--- config.mk ---
export PLATFORM = sky130hd
export DESIGN_NAME = ifu_jalr_rs1_ctrl_flat
export DESIGN_NICKNAME = d
export VERILOG_FILES = /design/src/rtl/ifu_jalr_rs1_ctrl_if.sv /design/src/rtl/ifu_jalr_rs1_ctrl.sv /design/src/flat_wrapper.sv
export SDC_FILE = /design/constraint.sdc
export NUM_CORES = 1
export LEC_CHECK = 0
export ABC_AREA = 1
export CAP_MARGIN = 5
export CORE_ASPECT_RATIO = 0.7
export CORE_UTILIZATION = 42
export DETAILED_ROUTE_END_ITERATION = 6
export PLACE_DENSITY = 0.84
export SYNTH_ARGS = -nofsm -noshare
export SYNTH_HDL_FRONTEND = slang
export SYNTH_SLANG_ARGS = --single-unit
export TNS_END_PERCENT = 5
--- constraint.sdc ---
create_clock -name clk -period 3.1 [get_ports clk]
set_input_delay 0.31 -clock clk [delete_from_list [all_inputs] [get_ports clk]]
set_output_delay 0.31 -clock clk [all_outputs]
set_load 0.01 [all_outputs]
--- src/rtl/ifu_jalr_rs1_ctrl_if.sv ---
// Signal bundle between the IFU mini-decode/BPU side, the IR/EXU operand read
// request and regfile read port 1, as seen by the JALR xN rs1 read controller.
interface ifu_jalr_rs1_ctrl_if #(
  parameter int unsigned XLEN        = 32,
  parameter int unsigned RFIDX_WIDTH = 5
);
  // Mini-decode
  logic                   dec_i_valid;
  logic                   dec_jalr;
  logic [RFIDX_WIDTH-1:0] dec_jalr_rs1idx;
  // IFU / BPU control
  logic                   bpu_dep;
  logic                   ifu_flush;
  logic                   ifu_accept;
  // IR/EXU competing read
  logic                   ir_rs1_req;
  logic [RFIDX_WIDTH-1:0] ir_rs1idx;
  // Regfile read port 1
  logic [XLEN-1:0]        rf_rd1_data;
  logic [RFIDX_WIDTH-1:0] rf_rd1_idx;
  // Controller results
  logic                   bpu_gnt;
  logic                   ir_rs1_stall;
  logic                   jalr_stall;
  logic                   bpu_rs1_vld;
  logic [XLEN-1:0]        bpu_rs1;

  // Controller side
  modport slave (
    input  dec_i_valid, dec_jalr, dec_jalr_rs1idx,
    input  bpu_dep, ifu_flush, ifu_accept,
    input  ir_rs1_req, ir_rs1idx,
    input  rf_rd1_data,
    output rf_rd1_idx, bpu_gnt, ir_rs1_stall, jalr_stall, bpu_rs1_vld, bpu_rs1
  );

  // Surrounding IFU / regfile side
  modport master (
    output dec_i_valid, dec_jalr, dec_jalr_rs1idx,
    output bpu_dep, ifu_flush, ifu_accept,
    output ir_rs1_req, ir_rs1idx,
    output rf_rd1_data,
    input  rf_rd1_idx, bpu_gnt, ir_rs1_stall, jalr_stall, bpu_rs1_vld, bpu_rs1
  );
endinterface

--- src/rtl/ifu_jalr_rs1_ctrl.sv ---
// JALR xN rs1 read controller: waits out the xN dependency, wins regfile read
// port 1 from the IR/EXU (with anti-starvation), captures the value and holds it
// for the IFU next-PC adder until the IFU accepts it.
module ifu_jalr_rs1_ctrl #(
  parameter int unsigned XLEN        = 32,
  parameter int unsigned RFIDX_WIDTH = 5,
  parameter int unsigned STARVE_MAX  = 4
) (
  input logic                 clk,
  input logic                 rst_n,
  ifu_jalr_rs1_ctrl_if.slave  bus
);

  localparam int unsigned CntW = $clog2(STARVE_MAX + 1);
  localparam logic [CntW-1:0] StarveLimit = CntW'(STARVE_MAX);

  typedef enum logic [1:0] {
    StIdle = 2'd0,
    StDep  = 2'd1,
    StArb  = 2'd2,
    StHold = 2'd3
  } state_e;

  state_e                 state;
  logic [CntW-1:0]        starve_cnt;
  logic [XLEN-1:0]        rs1_buf;
  logic                   rs1_vld;

  logic                   jalr_xn_req;
  logic                   in_arb;
  logic                   starved;
  logic                   gnt;

  // x0 and x1 are served by other paths; only xN needs the shared port.
  assign jalr_xn_req = bus.dec_i_valid & bus.dec_jalr
                     & (bus.dec_jalr_rs1idx != '0)
                     & (bus.dec_jalr_rs1idx != RFIDX_WIDTH'(1));

  assign in_arb  = (state == StArb);
  assign starved = (starve_cnt == StarveLimit);

  // BPU wins the port when IR is idle, or by force once IR has won too often.
  assign gnt = in_arb & (~bus.ir_rs1_req | starved);

  assign bus.bpu_gnt      = gnt;
  assign bus.rf_rd1_idx   = gnt ? bus.dec_jalr_rs1idx : bus.ir_rs1idx;
  assign bus.ir_rs1_stall = in_arb & bus.ir_rs1_req & starved;
  assign bus.jalr_stall   = ((state == StIdle) & jalr_xn_req) | (state == StDep) | in_arb;
  assign bus.bpu_rs1_vld  = rs1_vld;
  assign bus.bpu_rs1      = rs1_buf;

  // Sequencer: state, starvation counter, captured rs1 and its valid flag.
  always_ff @(posedge clk or negedge rst_n) begin
    if (!rst_n) begin
      state      <= StIdle;
      starve_cnt <= '0;
      rs1_buf    <= '0;
      rs1_vld    <= 1'b0;
    end else if (bus.ifu_flush) begin
      // Flush wins over everything, including a same-cycle grant or new request.
      state      <= StIdle;
      starve_cnt <= '0;
      rs1_vld    <= 1'b0;
    end else begin
      // Counter only lives in ARB; any other path leaves it cleared.
      starve_cnt <= '0;
      unique case (state)
        StIdle: begin
          rs1_vld <= 1'b0;
          if (jalr_xn_req) begin
            state <= bus.bpu_dep ? StDep : StArb;
          end
        end
        StDep: begin
          if (!bus.bpu_dep) begin
            state <= StArb;
          end
        end
        StArb: begin
          if (gnt) begin
            rs1_buf <= bus.rf_rd1_data;
            rs1_vld <= 1'b1;
            state   <= StHold;
          end else begin
            starve_cnt <= starved ? starve_cnt : starve_cnt + CntW'(1);
          end
        end
        StHold: begin
          if (bus.ifu_accept) begin
            rs1_vld <= 1'b0;
            state   <= StIdle;
          end
        end
        default: begin
          state   <= StIdle;
          rs1_vld <= 1'b0;
        end
      endcase
    end
  end

endmodule

--- src/flat_wrapper.sv ---
// flat-port wrapper written by rule: the top's interface ports become plain ports
module ifu_jalr_rs1_ctrl_flat 
#(
  parameter int unsigned XLEN        = 32,
  parameter int unsigned RFIDX_WIDTH = 5,
  parameter int unsigned STARVE_MAX  = 4
)
  (clk, rst_n, bus_dec_i_valid, bus_dec_jalr, bus_dec_jalr_rs1idx, bus_bpu_dep, bus_ifu_flush, bus_ifu_accept, bus_ir_rs1_req, bus_ir_rs1idx, bus_rf_rd1_data, bus_rf_rd1_idx, bus_bpu_gnt, bus_ir_rs1_stall, bus_jalr_stall, bus_bpu_rs1_vld, bus_bpu_rs1);
  ifu_jalr_rs1_ctrl_if #(.XLEN(XLEN), .RFIDX_WIDTH(RFIDX_WIDTH)) bus_i ();
  input logic clk;
  input logic rst_n;
  input wire logic [$bits(bus_i.dec_i_valid)-1:0] bus_dec_i_valid;
  input wire logic [$bits(bus_i.dec_jalr)-1:0] bus_dec_jalr;
  input wire logic [$bits(bus_i.dec_jalr_rs1idx)-1:0] bus_dec_jalr_rs1idx;
  input wire logic [$bits(bus_i.bpu_dep)-1:0] bus_bpu_dep;
  input wire logic [$bits(bus_i.ifu_flush)-1:0] bus_ifu_flush;
  input wire logic [$bits(bus_i.ifu_accept)-1:0] bus_ifu_accept;
  input wire logic [$bits(bus_i.ir_rs1_req)-1:0] bus_ir_rs1_req;
  input wire logic [$bits(bus_i.ir_rs1idx)-1:0] bus_ir_rs1idx;
  input wire logic [$bits(bus_i.rf_rd1_data)-1:0] bus_rf_rd1_data;
  output wire logic [$bits(bus_i.rf_rd1_idx)-1:0] bus_rf_rd1_idx;
  output wire logic [$bits(bus_i.bpu_gnt)-1:0] bus_bpu_gnt;
  output wire logic [$bits(bus_i.ir_rs1_stall)-1:0] bus_ir_rs1_stall;
  output wire logic [$bits(bus_i.jalr_stall)-1:0] bus_jalr_stall;
  output wire logic [$bits(bus_i.bpu_rs1_vld)-1:0] bus_bpu_rs1_vld;
  output wire logic [$bits(bus_i.bpu_rs1)-1:0] bus_bpu_rs1;
  assign bus_i.dec_i_valid = bus_dec_i_valid;
  assign bus_i.dec_jalr = bus_dec_jalr;
  assign bus_i.dec_jalr_rs1idx = bus_dec_jalr_rs1idx;
  assign bus_i.bpu_dep = bus_bpu_dep;
  assign bus_i.ifu_flush = bus_ifu_flush;
  assign bus_i.ifu_accept = bus_ifu_accept;
  assign bus_i.ir_rs1_req = bus_ir_rs1_req;
  assign bus_i.ir_rs1idx = bus_ir_rs1idx;
  assign bus_i.rf_rd1_data = bus_rf_rd1_data;
  assign bus_rf_rd1_idx = bus_i.rf_rd1_idx;
  assign bus_bpu_gnt = bus_i.bpu_gnt;
  assign bus_ir_rs1_stall = bus_i.ir_rs1_stall;
  assign bus_jalr_stall = bus_i.jalr_stall;
  assign bus_bpu_rs1_vld = bus_i.bpu_rs1_vld;
  assign bus_bpu_rs1 = bus_i.bpu_rs1;
  ifu_jalr_rs1_ctrl #(.XLEN(XLEN), .RFIDX_WIDTH(RFIDX_WIDTH), .STARVE_MAX(STARVE_MAX)) u_core (.clk(clk), .rst_n(rst_n), .bus(bus_i));
endmodule
==> flow_summary.ini, run 1 <==
[setup_path]
cp-start-kind = register
critPathMostFrequentCell = nand2_1
critical_path.reg2reg.startpoint = u_core.starve_cnt[0]$_DFFE_PN0P_
worst_ep_required_time_ps = 2790
cp-end-kind = output port
critical-path-slowest-cell = clkdlybuf4s50_1
crit_path_max_fanout = 6
crit_path_cell_trace = inv_1, ha_1, nand2_1, inv_1, nand2_1, nand2_1, clkdlybuf4s50_1
regToRegSetupSlack_ps = 1180
crit_type = register to output port
critPathArrivalTime_ps = 2130
reg2regPathDepth = 8
rr_endpoint = u_core.bus.bpu_rs1[21]$_DFFE_PN0P_
critical_path.max_stage_delay_ps = 550

[grt]
wire_length_of_the_first_global_routing_pass_mm = 7.54
busiest_layer = met2
grt_max_degree = 39
global_route.usage.total = 0.220
gr-usage-met2 = 0.368
gr-usage-met1 = 0.274
grt-ovfl-total = 0
first_global_vias = 1696
met3_usage = 0.0650
antenna_found_initial = 0

[yosys]
postSynthRegisterBits = 38
avgSynthCellArea_um2 = 8.15
synthTopCellsByArea = dfrtp_1 54%, nand2_1 20%, nand3_1 9.9%
yosys_warnings = 0
number_of_flops_mapped_to_enable_cells_by_yosys = 0
most_frequently_used_flop_master_after_synthesis = dfrtp_1
yosysSeqAreaShare = 0.537
asyncSetResetFlopFracSynth = 1.00
synth_top_area_cell = dfrtp_1
mappedNetlistNets = 273
syn_inst = 217
synth_top_area_frac = 0.537
synth_most_common_cell = nand2_1
number_of_different_library_cells_in_the_post_synthesis_netlist = 16
synth.cells.most_frequent = 94 x nand2_1, 38 x dfrtp_1, 35 x nand3_1
synth_area_um2 = 1770

[timing]
final.min_clock_period_ps = 2440
tns_ps = 0
final_hold_viol_count = 0
timing.fmax_mhz = 409
headroom_to_the_max_slew_limit = 0.465
worst_clock_skew_ps = 7.33
final_report_max_slew_violation_count = 0
unrepaired_setup_endpoints_after_global_routing = no
report.final.setup_viol = 0
transition_time_at_the_pin_with_the_least_slew_margin_ps = 803
finalCritPeriodShare = 0.788

[placed_design]
dp.final_hpwl_mm = 3.24
place.gp.congestion = 0.849
port_buffers = 90
dpl-instance-area_um2 = 2690

[floorplan]
fp-row-count = 19
die_area_um2 = 4480
start_util = 0.446
core_area_um2 = 3970
floorplan.io_pins = 91
floorplan.die.height_um = 56.3
x_dimension_of_the_die_um = 79.6

[clocking]
cts-root-buf = clkbuf_8
cts_buffers = 5
clock_sink_count = 38
clk_pin_slew_worst_paths_ps = 70
clock_tree_from_tritoncts = yes
clock_latency_ps = 280
clock_tree.buffer_depth = 2
cts.htree.levels = 2
cts.repair.resized = 0
cts_hold_repair.buffers = 0
cts_setup_buffers = 0

[detailed_routing]
wl_mm = 4.50
dr.first_iter.drc_count = 66
route.antenna.remaining_nets = 0
route.vias.total = 1720
avgViaCountPerCell = 4.78
drc = 0
drt_pre_antenna_iters = 4
avgRoutedWirePerCell_um = 12.5

[finish]
finish.net_count = 363
n_fill_cell = 334
finalInstanceArea_um2 = 2780
layout-drive-gt1-share = 0.0487
diodes_inserted = 0
syn_to_final_growth_pct = 57.4

[flow_run]
max-cap-violations = 0

[power_and_ir_drop]
ir_worst_vdd_v = 0.000460
leakage_nw = 1.37
power_per_cell_area_nw_per_um2 = 785

[run_status]
run_status = finished clean

[worst_hold_path]
min_path_type = input pin to async pin
power breakdown:
group          switching (W)  internal, W  leakage [nW]
Clock               0.000161     0.000179        0.0482
Sequential          0.000121     0.000703         0.482
Combinational       0.000465     0.000556         0.835
placed cells by master, fill, tap and decap left out, drive strengths merged, types with 2 or more instances in the layout:
master         count
buf                3
clkbuf             7
clkdlybuf4s50     89
dfrtp             38
ha                 6
inv               12
nand2             97
nand3             35
nand4              2
nor2              12
o21ai              3
metrics by stage:
stage                     hold WS [ps]   util  worst slack [ps]  total power [W]  cells
after floorplan                   14.4      -              1580          0.00126    217
after global placement             452  0.678              1050          0.00182    352
after detailed placement           456  0.678               949          0.00185    352
after CTS                          136  0.701               642          0.00221    360
after global routing               180  0.701               528          0.00234    360
final                              113  0.701               657          0.00218    360
registers in the layout, indices dropped and copies added (netlist names):
name / count
u_core.starve_cnt: 3
u_core.bus.bpu_rs1: 32
u_core.bus.bpu_rs1_vld: 1
u_core.state: 2
per-layer routing:
layer | wire length [um] | vias to the layer above
li1 | - | 862
met1 | 1970 | 795
met2 | 2150 | 56
met3 | 323 | 7
met4 | 53 | 0
met5 | 0 | -
cell type report:
class                      count  area, um^2  share of cell area
sequential                    38         951               0.342
timing repair buffer          92         911               0.327
multi-input combinational    158         721               0.259
clock buffer                   7        86.3              0.0310
tap                           52        65.1              0.0234
inverter                      12        45.0              0.0162
clock inverter                 1        5.00             0.00180
worst max-delay path: cells and delay by family, from the launching register on:
kind	cells	cell delay, ps
buffers and inverters	3	830
AND/OR/NAND/NOR	3	330
flip-flops	1	410
adder cells (fa/ha/maj)	1	290
logic make-up (layout without fill, tap and decap cells):
logic type | count (synthesis) | count (layout) | share of synthesized area
DFF | 38 | 38 | 0.537
xor gates and xnor gates | 1 | 1 | 0.00495
buffers and inverters | 21 | 112 | 0.0552
adders and majority gates | 6 | 6 | 0.0424
AOI/OAI and AO/OA | 4 | 4 | 0.0113
and+or+nand+nor | 147 | 147 | 0.349
worst max path at each step:
| stage | from | end | slack, ps | cells past startpoint |
|---|---|---|---|---|
| 2_1_floorplan | u_core.starve_cnt[0]$_DFFE_PN0P_ | bus_rf_rd1_idx[0] | 1580 | 8 |
| 3_3_place_gp | bus_ir_rs1_req | bus_rf_rd1_idx[2] | 1050 | 7 |
| 3_5_place_dp | bus_ir_rs1_req | bus_rf_rd1_idx[3] | 950 | 7 |
| 4_1_cts | u_core.state[0]$_DFFE_PN0P_ | bus_rf_rd1_idx[3] | 640 | 7 |
| 5_1_grt | u_core.state[0]$_DFFE_PN0P_ | bus_rf_rd1_idx[3] | 530 | 7 |
| 6_report | u_core.state[0]$_DFFE_PN0P_ | bus_rf_rd1_idx[3] | 660 | 7 |
Power figures use the tool's default switching activity.
==> run 2, diff against run 1 <==
CORE_UTILIZATION = 39   (was 42)
PLACE_DENSITY = 0.79   (was 0.84)
clock period = 2.3 ns   (was 3.1 ns; I/O delays follow)
==> run 2 against run 1 <==
Effect of this change:
- global-route usage fell by 1.6 points
- cell count rose by 0.83%
- non-clock buffer count did not move
- first-iteration DRC count rose by 6.1%
- final area rose by 1.6%
- total power rose by 41%
- sequential power rose by 35%
- clock skew fell by 2.1 ps
==> flow_summary.ini, run 2 (same netlist as run 1, synthesis figures left out) <==
[run_status]
run_status = finished clean

[setup_path]
crit_path_max_fanout = 6
bufs_and_invs_on_worst_path = 3
regToRegSetupSlack_ps = 360
critPathArrivalTime_ps = 1890
critPathMostFrequentCell = nand2_1
cp-start-kind = register
critical_path.max_stage_delay_ps = 530
crit_type = register to output port
cp-end-kind = output port
worst_ep_required_time_ps = 2070
crit_path_cell_trace = inv_1, ha_4, nand2_2, inv_4, nand2_1, nand2_1, clkdlybuf4s50_1
critical-path-slowest-cell = clkdlybuf4s50_1
path_delay_family = buffers and inverters

[detailed_routing]
avgViaCountPerCell = 4.79
drc = 0
route.antenna.remaining_nets = 0
dr.first_iter.drc_count = 70
route.vias.total = 1740
drt_pre_antenna_iters = 4
wl_mm = 4.61
avgRoutedWirePerCell_um = 12.7

[placed_design]
placement.setup.worst_slack_ps = 262
place.gp.congestion = 0.901
port_buffers = 90
dp.final_hpwl_mm = 3.20
dpl-instance-area_um2 = 2700
dp.cells = 355

[floorplan]
floorplan.die.height_um = 58.4
floorplan.io_pins = 91
fp-row-count = 20
core_area_um2 = 4350
x_dimension_of_the_die_um = 82.5
start_util = 0.406
die_area_um2 = 4810

[clocking]
clock_latency_ps = 290
cts.htree.levels = 2
clock_sink_count = 38
cts-root-buf = clkbuf_8
clock_tree_from_tritoncts = yes
clk_pin_slew_worst_paths_ps = 80
cts_setup_buffers = 0
clock_tree.buffer_depth = 2
cts_buffers = 5

[finish]
layout-drive-gt1-share = 0.0617
syn_to_final_growth_pct = 59.8
largest_register_ff_count = 32
layout.cells.non_filler = 363
diodes_inserted = 0
finish.net_count = 363
final_common_cell = nand2_1
finalInstanceArea_um2 = 2830
layout.cells.most_common_list = 93 x nand2_1, 89 x clkdlybuf4s50_1, 38 x dfrtp_1

[power_and_ir_drop]
ir_worst_vdd_v = 0.000575
leakage_nw = 1.37
power_per_cell_area_nw_per_um2 = 1090

[worst_hold_path]
min_path_type = input pin to async pin

[timing]
headroom_to_the_max_slew_limit = 0.437
unrepaired_setup_endpoints_after_global_routing = no
timing.hold.ws_ps = 31.7
report.final.setup_viol = 0
tns_ps = 0
final_report_max_slew_violation_count = 0
timing.fmax_mhz = 471
final.min_clock_period_ps = 2120
finalWorstSetupSlack_ps = 178
final_hold_viol_count = 0
worst_clock_skew_ps = 5.27
finalCritPeriodShare = 0.923
transition_time_at_the_pin_with_the_least_slew_margin_ps = 844

[grt]
grt_max_degree = 39
grt-ovfl-total = 0
first_global_vias = 1694
antenna_found_initial = 0
global_route.usage.total = 0.204
wire_length_of_the_first_global_routing_pass_mm = 7.38

[flow_run]
max-cap-violations = 0
[run 2: final cells by class]
class | count | area [um^2]
clock buffers | 5 | 68.8
well taps | 55 | 68.8
clock inverters | 3 | 45.0
fillers | 374 | 1530
multi-input cells | 158 | 736
repair buffers | 92 | 911
inverters | 12 | 47.5
flip-flops and latches | 38 | 951
[run 2: final timing paths]
| check | cells after the start | to | from |
|---|---|---|---|
| max in group asynchronous | 1 | u_core.bus.bpu_rs1[8]$_DFFE_PN0P_ | rst_n |
| hold reg to reg | 1 | u_core.starve_cnt[0]$_DFFE_PN0P_ | u_core.starve_cnt[0]$_DFFE_PN0P_ |
| setup reg to reg | 8 | u_core.bus.bpu_rs1[31]$_DFFE_PN0P_ | u_core.starve_cnt[0]$_DFFE_PN0P_ |
| hold / removal | 1 | u_core.bus.bpu_rs1[15]$_DFFE_PN0P_ | rst_n |
| min in group clk | 1 | u_core.starve_cnt[0]$_DFFE_PN0P_ | u_core.starve_cnt[0]$_DFFE_PN0P_ |
| setup / recovery | 7 | bus_rf_rd1_idx[2] | u_core.state[0]$_DFFE_PN0P_ |
[run 2: per-stage QoR]
stage | utilization | total power (W)
floorplan | - | 0.00169
global placement | 0.619 | 0.00246
detailed placement | 0.619 | 0.00249
CTS | 0.646 | 0.00307
global route | 0.649 | 0.00329
finish | 0.649 | 0.00307
[run 2: metal layers]
| metal | routed length, um | part of all wire | vias to the layer above | global-route usage |
|---|---|---|---|---|
| li1 | - | - | 864 | - |
| met1 | 2070 | 0.45 | 794 | 0.272 |
| met2 | 2050 | 0.45 | 76 | 0.334 |
| met3 | 440 | 0.095 | 6 | 0.0465 |
| met4 | 43 | 0.0093 | 0 | 0.0591 |
| met5 | 0 | 0 | - | 0 |
[run 2: worst reg2reg max path, stage by stage (launching register included)]
cell	delay, ps
dfrtp_1	410
inv_1	70
ha_1	140
nand2_1	80
nand2_2	80
buf_4	340
nand2_2	440
nand2_1	200
nand2_1	70
[run 2: timing repair]
action | 4_1_cts | 5_1_grt
hold buffers | 0 | 0
pin swaps | 0 | 0
resized for setup | 2 | 3
setup endpoints to repair | 5 | 5
[run 2: power breakdown]
group	internal (W)	total (W)	switching, W
clock network	0.000323	0.000572	0.000249
logic	0.000758	0.00139	0.000631
registers	0.000947	0.00111	0.000164
==> run 3, diff against run 2 <==
CELL_PAD_IN_SITES_DETAIL_PLACEMENT = 1   (was unset)
CELL_PAD_IN_SITES_GLOBAL_PLACEMENT = 1   (was unset)
CORE_UTILIZATION = 27   (was 39)
PLACE_DENSITY = unset   (was 0.79)
PLACE_DENSITY_LB_ADDON = 0.1   (was unset)
==> run 3 against run 2 <==
Effect of this change:
- sequential power is essentially flat
- maximum frequency is essentially flat
- highest routed layer unchanged
- combinational power is essentially flat
==> flow_summary.ini, run 3 (same netlist as run 1, synthesis figures left out) <==
[grt]
global_route.usage.total = 0.164
antenna_found_initial = 0
grt_max_degree = 39
grt-ovfl-total = 0
first_global_vias = 1826
wire_length_of_the_first_global_routing_pass_mm = 8.74

[timing]
final.min_clock_period_ps = 2120
headroom_to_the_max_slew_limit = 0.433
transition_time_at_the_pin_with_the_least_slew_margin_ps = 851
finalCritPeriodShare = 0.923
tns_ps = 0
timing.fmax_mhz = 471
final_report_max_slew_violation_count = 0
final_hold_viol_count = 0
worst_clock_skew_ps = 8.89
unrepaired_setup_endpoints_after_global_routing = no
report.final.setup_viol = 0
timing.hold.ws_ps = 46.2

[power_and_ir_drop]
power_per_cell_area_nw_per_um2 = 1120
ir_worst_vdd_v = 0.000376
leakage_nw = 1.39

[finish]
syn_to_final_growth_pct = 62.5
diodes_inserted = 0
largest_register_ff_count = 32
finalInstanceArea_um2 = 2880
n_fill_cell = 755
layout-drive-gt1-share = 0.0615
layout.cells.most_common_list = 93 x nand2_1, 89 x clkdlybuf4s50_1, 38 x dfrtp_1
finish.net_count = 364
final_common_cell = nand2_1

[setup_path]
regToRegSetupSlack_ps = 310
rr_endpoint = u_core.bus.bpu_rs1[16]$_DFFE_PN0P_
critical_path.reg2reg.startpoint = u_core.starve_cnt[0]$_DFFE_PN0P_
crit_path_max_fanout = 6
critPathArrivalTime_ps = 1890
reg2regPathDepth = 8
cp-end-kind = output port
worst_ep_required_time_ps = 2070
cp-start-kind = register
crit_type = register to output port

[detailed_routing]
wl_mm = 5.36
route.antenna.remaining_nets = 0
drt_pre_antenna_iters = 4
avgRoutedWirePerCell_um = 13.9
dr.first_iter.drc_count = 57
avgViaCountPerCell = 4.55
route.vias.total = 1760
drc = 0

[flow_run]
max-cap-violations = 0

[clocking]
clock_tree.buffer_depth = 2
cts_buffers = 5
clock_latency_ps = 290
clock_tree_from_tritoncts = yes
cts_setup_buffers = 0
clock_sink_count = 38
cts_hold_repair.buffers = 0
cts.htree.levels = 2
clk_pin_slew_worst_paths_ps = 80
cts-root-buf = clkbuf_8

[floorplan]
floorplan.die.height_um = 69.7
die_area_um2 = 6890
start_util = 0.282
floorplan.io_pins = 91
x_dimension_of_the_die_um = 98.8
fp-row-count = 24
core_area_um2 = 6280

[placed_design]
place.gp.congestion = 0.744
dpl-instance-area_um2 = 2730
dp.final_hpwl_mm = 3.89
port_buffers = 90

[run_status]
run_status = finished clean

[worst_hold_path]
min_path_type = input pin to async pin
==> run 3: where the power goes <==
group          internal (W)  total, W  switching, W
logic              0.000758   0.00141      0.000651
registers          0.000947   0.00113      0.000179
clock network      0.000435  0.000686      0.000251
total               0.00214   0.00322       0.00108
==> run 3: worst max path at each step <==
| stage | startpoint | endpoint | depth (start not counted) |
|---|---|---|---|
| 2_1_floorplan | u_core.starve_cnt[0]$_DFFE_PN0P_ | bus_rf_rd1_idx[0] | 8 |
| 3_3_place_gp | bus_ir_rs1_req | bus_rf_rd1_idx[1] | 7 |
| 3_5_place_dp | bus_ir_rs1_req | u_core.bus.bpu_rs1[16]$_DFFE_PN0P_ | 6 |
| 4_1_cts | u_core.starve_cnt[0]$_DFFE_PN0P_ | bus_rf_rd1_idx[4] | 9 |
| 5_1_grt | u_core.starve_cnt[0]$_DFFE_PN0P_ | bus_rf_rd1_idx[4] | 9 |
| 6_report | u_core.state[0]$_DFFE_PN0P_ | bus_rf_rd1_idx[4] | 7 |
==> run 3: critical path, stage by stage (launching register included) <==
cell and delay [ps]:
dfrtp_1 420, inv_1 100, ha_1 220, nand2_2 130
inv_4 100, nand2_1 60, nand2_1 50, clkdlybuf4s50_1 530
==> run 3: area by class of cell <==
type,instances,area [um^2],share of cell area
inverter,12,47.5,0.0165
timing repair buffer,93,918,0.319
multi-input combinational,158,723,0.252
clock inverter,3,68.8,0.0239
tap,78,97.6,0.0339
clock buffer,5,68.8,0.0239
sequential,38,951,0.331
==> run 3: repair_timing <==
item | in CTS | in global routing
cloned | 0 | 0
resized for setup | 1 | 2
pin swaps | 0 | 0
endpoints found under the setup margin | 4 | 5
hold endpoints to repair | 0 | 0
==> run 3: metrics by stage <==
step | utilization | cells | total power, W | worst slack (ps)
4_1_cts | 0.457 | 387 | 0.00327 | 33.8
2_1_floorplan | - | 217 | 0.00169 | 864
3_3_place_gp | 0.435 | 379 | 0.00251 | 307
5_1_grt | 0.458 | 387 | 0.00346 | 18.8
3_5_place_dp | 0.435 | 379 | 0.00257 | 280
6_report | 0.458 | 387 | 0.00322 | 177
==> run 3: routing by layer <==
metal | vias up | routed length (um) | track usage
met5 | - | 0 | 0
met4 | 0 | 23 | 0.0464
met3 | 2 | 375 | 0.0585
met2 | 54 | 2510 | 0.264
met1 | 844 | 2450 | 0.208
li1 | 860 | - | -
